==> src/rtl/fmc_i2c_init_sequencer.sv <==
// fmc_i2c_init_sequencer: table-driven I2C register-write sequencer for FMC424 bring-up.
// On start it walks NUM_ENTRIES {addr, reg, data} table entries. Each entry is sent as
// three byte commands to the I2C byte engine: START+addr, reg, data+STOP.
// Build option FMC_I2C_RETRY_EN: when defined, a NACKed entry is retried up to MAX_RETRY
// times, with BACKOFF_CYC idle cycles before each retry. When undefined, the first NACK
// aborts the run.
module fmc_i2c_init_sequencer #(
    parameter int unsigned NUM_ENTRIES = 4,
    parameter int unsigned IDX_W       = 4,
    parameter int unsigned MAX_RETRY   = 3,
    parameter int unsigned BACKOFF_CYC = 1000
) (
    input  logic             clk,
    input  logic             reset,
    input  logic             start,
    output logic             busy,
    output logic             done,
    output logic             error,
    output logic [IDX_W-1:0] err_idx,
    output logic [IDX_W-1:0] tbl_idx,
    input  logic [22:0]      tbl_entry,
    output logic             cmd_valid,
    input  logic             cmd_ready,
    output logic             cmd_start,
    output logic             cmd_stop,
    output logic [7:0]       cmd_data,
    input  logic             rsp_valid,
    input  logic             rsp_nack
);

    localparam int unsigned ENTRY_W = 23;
    localparam logic [IDX_W-1:0] LAST_IDX = IDX_W'(NUM_ENTRIES - 1);

    // Reject configurations that cannot work
    if (NUM_ENTRIES < 1 || NUM_ENTRIES > (1 << IDX_W) || BACKOFF_CYC < 1 || MAX_RETRY > 1024) begin : g_bad_cfg
        $error("fmc_i2c_init_sequencer: illegal parameter set");
    end

    typedef enum logic [3:0] {
        IDLE,
        LOAD,
        SEND_ADDR,
        WAIT_ADDR,
        SEND_REG,
        WAIT_REG,
        SEND_DATA,
        WAIT_DATA,
`ifdef FMC_I2C_RETRY_EN
        BACKOFF,
`endif
        FINISH
    } state_t;

    state_t               state;
    logic [ENTRY_W-1:0]   entry_reg;

`ifdef FMC_I2C_RETRY_EN
    localparam int unsigned RETRY_W = ($clog2(MAX_RETRY + 1) > 0) ? $clog2(MAX_RETRY + 1) : 1;
    localparam int unsigned BO_W    = ($clog2(BACKOFF_CYC + 1) > 0) ? $clog2(BACKOFF_CYC + 1) : 1;

    logic [RETRY_W-1:0]   retry_cnt;
    logic [BO_W-1:0]      backoff_cnt;
`endif

    // Sequencer FSM; every command field is set on the edge that enters its SEND state
    always_ff @(posedge clk) begin
        if (reset) begin
            state     <= IDLE;
            busy      <= 1'b0;
            done      <= 1'b0;
            error     <= 1'b0;
            err_idx   <= '0;
            tbl_idx   <= '0;
            cmd_valid <= 1'b0;
            cmd_start <= 1'b0;
            cmd_stop  <= 1'b0;
            cmd_data  <= '0;
            entry_reg <= '0;
`ifdef FMC_I2C_RETRY_EN
            retry_cnt   <= '0;
            backoff_cnt <= '0;
`endif
        end else begin
            done <= 1'b0;
            case (state)
                IDLE: begin
                    if (start) begin
                        busy    <= 1'b1;
                        error   <= 1'b0;
                        err_idx <= '0;
                        tbl_idx <= '0;
                        state   <= LOAD;
                    end
                end

                LOAD: begin
                    entry_reg <= tbl_entry;
`ifdef FMC_I2C_RETRY_EN
                    retry_cnt <= '0;
`endif
                    cmd_valid <= 1'b1;
                    cmd_start <= 1'b1;
                    cmd_stop  <= 1'b0;
                    cmd_data  <= {tbl_entry[22:16], 1'b0};
                    state     <= SEND_ADDR;
                end

                SEND_ADDR, SEND_REG, SEND_DATA: begin
                    if (cmd_ready) begin
                        cmd_valid <= 1'b0;
                        cmd_start <= 1'b0;
                        cmd_stop  <= 1'b0;
                        cmd_data  <= '0;
                        if (state == SEND_ADDR) begin
                            state <= WAIT_ADDR;
                        end else if (state == SEND_REG) begin
                            state <= WAIT_REG;
                        end else begin
                            state <= WAIT_DATA;
                        end
                    end
                end

                WAIT_ADDR, WAIT_REG, WAIT_DATA: begin
                    if (rsp_valid) begin
                        if (rsp_nack) begin
`ifdef FMC_I2C_RETRY_EN
                            if (retry_cnt < RETRY_W'(MAX_RETRY)) begin
                                backoff_cnt <= '0;
                                state       <= BACKOFF;
                            end else
`endif
                            begin
                                error   <= 1'b1;
                                err_idx <= tbl_idx;
                                done    <= 1'b1;
                                state   <= FINISH;
                            end
                        end else if (state == WAIT_ADDR) begin
                            cmd_valid <= 1'b1;
                            cmd_data  <= entry_reg[15:8];
                            state     <= SEND_REG;
                        end else if (state == WAIT_REG) begin
                            cmd_valid <= 1'b1;
                            cmd_stop  <= 1'b1;
                            cmd_data  <= entry_reg[7:0];
                            state     <= SEND_DATA;
                        end else if (tbl_idx == LAST_IDX) begin
                            done  <= 1'b1;
                            state <= FINISH;
                        end else begin
                            tbl_idx <= tbl_idx + IDX_W'(1);
                            state   <= LOAD;
                        end
                    end
                end

`ifdef FMC_I2C_RETRY_EN
                // Counts 0..BACKOFF_CYC, so the retry address byte appears BACKOFF_CYC+1 edges after the NACK
                BACKOFF: begin
                    if (backoff_cnt == BO_W'(BACKOFF_CYC)) begin
                        retry_cnt <= retry_cnt + RETRY_W'(1);
                        cmd_valid <= 1'b1;
                        cmd_start <= 1'b1;
                        cmd_stop  <= 1'b0;
                        cmd_data  <= {entry_reg[22:16], 1'b0};
                        state     <= SEND_ADDR;
                    end else begin
                        backoff_cnt <= backoff_cnt + BO_W'(1);
                    end
                end
`endif

                FINISH: begin
                    busy  <= 1'b0;
                    state <= IDLE;
                end

                default: begin
                    state <= IDLE;
                end
            endcase
        end
    end

endmodule

==> config.mk <==
export PLATFORM = sky130hd
export DESIGN_NAME = fmc_i2c_init_sequencer
export DESIGN_NICKNAME = d
export VERILOG_FILES = /design/src/rtl/fmc_i2c_init_sequencer.sv
export SDC_FILE = /design/constraint.sdc
export NUM_CORES = 1
export LEC_CHECK = 0
export CAP_MARGIN = 20
export CORE_AREA = 2 2 81 76
export DETAILED_ROUTE_END_ITERATION = 16
export DIE_AREA = 0 0 83 78
export GPL_TIMING_DRIVEN = 1
export PLACE_DENSITY_LB_ADDON = 0.08
export SLEW_MARGIN = 20
export SYNTH_ARGS = -nofsm -noshare
export SYNTH_HDL_FRONTEND = slang
export SYNTH_SLANG_ARGS = --single-unit
==> constraint.sdc <==
create_clock -name clk -period 2 [get_ports clk]
set_clock_uncertainty 0.1 [all_clocks]
set_input_delay 0.5 -clock clk [delete_from_list [all_inputs] [get_ports clk]]
set_output_delay 0.5 -clock clk [all_outputs]
set_load 0.01 [all_outputs]
# Word-level counts from Yosys, hierarchy flattened
# Cells that the tools add are included.
# word_totals
rom_bits,0
mem_bits_rw,0
out_inout_bits,22
elab_cells,95
ff_bits,42
mem_count,0
latch_bits,0
# classes
shift,0
n_bitwise,2
order_cmp,0
n_mul,0
eq_ne,19
addsub,1
muxes,47
reduce_logical,15
div,0
# op_table
cell,count
$mux W4,15
$mux W8,5
$pmux W8 S3,1
$ne A2 B2 Y1 const B,9
$eq A4 B3 Y1 const B,4
$mux W1,16
$pmux W4 S2,2
$pmux W4 S4,1
$eq A4 B2 Y1 const B,3
$reduce_or A3 Y1,3
$reduce_and A7 Y1,1
$pmux W1 S2,3
$pmux W1 S3,2
$reduce_and A6 Y1,1
$reduce_bool A2 Y1,3
$reduce_and A5 Y1,1
$add A4 B1 Y4 const B,1
$eq A4 B1 Y1 const B,1
$eq A4 B4 Y1 const B,1
$logic_not A4 Y1,1
$reduce_and A2 Y1,2
$reduce_and A4 Y1,1
$mux W3,1
$ne A3 B3 Y1 const B,1
4 further kinds,5

# Longest topological paths before layout
# logic_depth
ltp_word,7
ltp_mapped,6

# Worst setup path after synthesis
# Ideal clock, no wire load.
# synth_timing
path_type,input to register
start,in rsp_valid
end,reg tbl_idx[3]
stages,6
setup_ns,0.095
path_slack_ns,-0.062
required_time_ns,1.805
arrival_ns,1.867
path_cell_list,buf_6 > nand2b_1 > or4b_1 > buf_2 > or4_1 > o311ai_1
# synth_between
elab_chain_cells,2
# synth_lines
element,line_no,text
start: declaration,27,"input logic rsp_valid,"
$ne A2 B2 Y1 (no line),n/a,
$reduce_and A7 Y1 (no line),n/a,
end signal: assignment,152,tbl_idx <= tbl_idx + IDX_W'(1);
end: declaration,20,"output logic [IDX_W-1:0] tbl_idx,"
# Every way passes these cells.
# A chain may end at the register's enable or synchronous reset.

# Worst setup path in the final report
# layout_timing
start,reg tbl_idx[0]
end,reg tbl_idx[3]
# layout_between
elab_chain_cells,7
# layout_lines
element,line_no,text
$add A4 B1 Y4,152,
$mux W4,148,end else if (tbl_idx == LAST_IDX) begin
$mux W4,143,end else if (state == WAIT_REG) begin
$mux W4,139,end else if (state == WAIT_ADDR) begin
$mux W4,126,if (rsp_nack) begin
$mux W4,125,if (rsp_valid) begin
$pmux W4 S2,85,case (state)
# Parallel ways exist; a longest one is shown, timed or not. The select of a mux whose other input is x is not followed.

==> flow_summary.json <==
{
  "run_status": "finished, final reports clean",
  "endpoint_kind": "flip-flop",
  "path_cells": "ha_4 -> or3b_1 -> or4b_4 -> or4_4 -> o311ai_2",
  "path_delay_family": "simple AND/OR/NAND/NOR gates",
  "syn_area_per_cell_um2": 8.24,
  "r2r_end": "tbl_idx[3]",
  "worst-setup-path-type": "reg -> reg",
  "hold_path.class": "reg -> reg",
  "required_ps": 2110,
  "pwr_density_cell_nw_per_um2": 756,
  "root_buffer": "clkbuf_8",
  "drc": 0,
  "grt_max_degree": 33,
  "seqPwrFrac_pct": 44.3,
  "fp.dieH_um": 78,
  "worstSetupEndpoint": "tbl_idx[3]",
  "core.rowCount": 26,
  "ys_ff_latch": 42,
  "antenna_cells": 0,
  "reg2reg_depth": 5,
  "cellInternalPower_mw": 1.53,
  "path_clk_slew_ps": 80,
  "drtIter0Drc": 80,
  "antenna_found_initial": 0,
  "power.total_mw": 2.12,
  "crit_buf_inv": 0,
  "fillers": 546,
  "area_delta_synth_final_pct": 46.4,
  "fmax_ghz": 0.515,
  "async_flop_share_pct": 0,
  "final_cell_mix": "clkdlybuf4s50_1, nand2_1, dfxtp_1",
  "drv_cap": 0,
  "multi_input_comb_area_um2": 1020,
  "min_period_over_period_pct": 97.1,
  "cts_num_sinks": 42,
  "final_common_cell": "clkdlybuf4s50_1",
  "synth_cell_type_count": 38,
  "leakagePower_nw": 1.07,
  "worstPathMaxFanout": 3,
  "h-tree-depth": 2,
  "share_comb_of_total_power_pct": 24.5,
  "grt_first_pass_wirelength_um": 8110,
  "dp_hpwl_um": 3590,
  "regArea_um2": 846,
  "synthTopCellsByArea": "dfxtp_1, nand2_1, a21oi_1",
  "netlist_instances": 232,
  "sw_frac_of_total_pct": 27.8,
  "vdd_drop_max_mv": 0.514,
  "cp.arrival_ps": 2050,
  "cts_tree": "built",
  "die_x_um": 83,
  "tightest_slew_ps": 388,
  "fin_nets": 330,
  "reg2reg_from": "tbl_idx[0]",
  "wl_per_cell_um": 13.5,
  "yosysTopAreaCell": "dfxtp_1",
  "drv_slew": 0,
  "rsz0062_at_grt": "false",
  "max_stage_delay_ps": 530,
  "synth_top_area_share_pct": 44.0,
  "clkLatencyLatePin_ps": 290,
  "ios": 51,
  "vias": 1853,
  "drive_above_1_share_pct": 15.9,
  "synth_flop_cell": "dfxtp_1",
  "synth_edf_count": 0,
  "routed_wl_um": 5010,
  "slowest_stage": "or4_4",
  "crit_start": "tbl_idx[0]",
  "finalSetupTns_ps": 0,
  "overflow": 0,
  "cp_num_cells": 5,
  "grt_pass1_vias": 1633,
  "placeableCoreArea_um2": 5560,
  "yosysSeqAreaShare_pct": 44.0,
  "reg2reg_slack_ps": 60,
  "relSlewSlack_pct": 74.1,
  "antenna_left": 0,
  "hold_buffers": 0,
  "post-route-min-period_ps": 1940,
  "largest_reg_flops": 16,
  "cts_buffers": 5,
  "clkPwrFrac_pct": 31.2,
  "gr-usage-all-layers_pct": 15.5,
  "syn-cell-area_um2": 1910,
  "ys_warn_count": 0,
  "finalSetupViolations": 0,
  "die_area_um2": 6470,
  "io_buffers": 50,
  "switching_power_uw": 589,
  "cts_buffer_depth": 2,
  "syn-num-nets": 262,
  "avgViaCountPerCell": 4.99,
  "place_congestion": 0.825,
  "final_hold_viol_count": 0,
  "dr.pass1.iters": 4,
  "critPathLaunchType": "flip-flop",
  "initial_core_util_pct": 34.3
}
## how the worst min path moves through the flow
stage | startpoint | to | slack, ps | cells past startpoint
2_1_floorplan | entry_reg[0] | entry_reg[0] | 340 | 2
3_5_place_dp | error | error | 350 | 2
6_report | error | error | 350 | 2
4_1_cts | error | error | 360 | 2
5_1_grt | entry_reg[11] | entry_reg[11] | 380 | 2
3_3_place_gp | error | error | 340 | 2
## synthesized netlist by cell type, types with 3 or more instances
cell,n
nand2_1,47
a221o_1,7
a21oi_1,34
nor2_1,7
nand2b_1,8
mux2i_1,7
nand4_1,4
nand3_1,18
inv_1,3
dfxtp_1,42
clkbuf_1,14
o21a_1,4
o211a_1,3
a211oi_1,3
## cells by family after synthesis
kind of cell,count (synthesis),synth area share [%]
adder cells (fa/ha/maj),2,1.18
AO/OA/AOI/OAI,61,20.8
flip-flops,42,44.0
AND/OR/NAND/NOR,99,25.7
buffers and inverters,21,4.65
multiplexers,7,3.67
## power by group through the flow
stage | logic [mW] | clock network [mW] | registers, mW
4_1_cts | 0.517 | 0.679 | 0.938
5_1_grt | 0.569 | 0.718 | 0.945
3_3_place_gp | 0.515 | 0 | 0.958
2_1_floorplan | 0.262 | 0 | 0.967
6_report | 0.518 | 0.660 | 0.937
3_5_place_dp | 0.514 | 0 | 0.957
## per-stage QoR
stage	area, µm²	hold WS (ps)	util, %	cells	worst slack (ps)
after floorplan	1940	336	-	232	-5.83
after global placement	2680	342	48.1	363	-390
after detailed placement	2680	348	48.1	363	-418
after CTS	2790	360	50.1	371	40.5
after global routing	2800	380	50.3	371	3.32
final	2800	355	50.3	371	58.6
## per-layer routing
metal | global-route usage (%) | vias to the layer above | wire, µm
li1 | - | 965 | -
met5 | 0 | - | 0
met3 | 3.72 | 5 | 204
met2 | 21.9 | 38 | 2090
met4 | 4.43 | 0 | 39
met1 | 23.2 | 845 | 2680
## what timing repair did
| item | CTS | global route |
|---|---|---|
| endpoints found under the hold margin | 0 | 0 |
| endpoints found under the setup margin | 11 | 1 |
| setup buffers | 0 | 0 |
| gates resized for setup | 3 | 2 |
| pin swaps | 1 | 1 |
## tightest hold or removal path: stages (launching register included)
cell and delay, ps:
dfxtp_1 310, nand2_1 50, a21oi_1 50
## final cells by class
class	instances	share of cell area (%)
sequential	42	30.2
tap	70	3.13
inverter	3	0.403
timing repair buffer	79	26.0
multi-input combinational	169	36.3
clock inverter	3	1.43
clock buffer	5	2.46
Power figures use the tool's default switching activity.
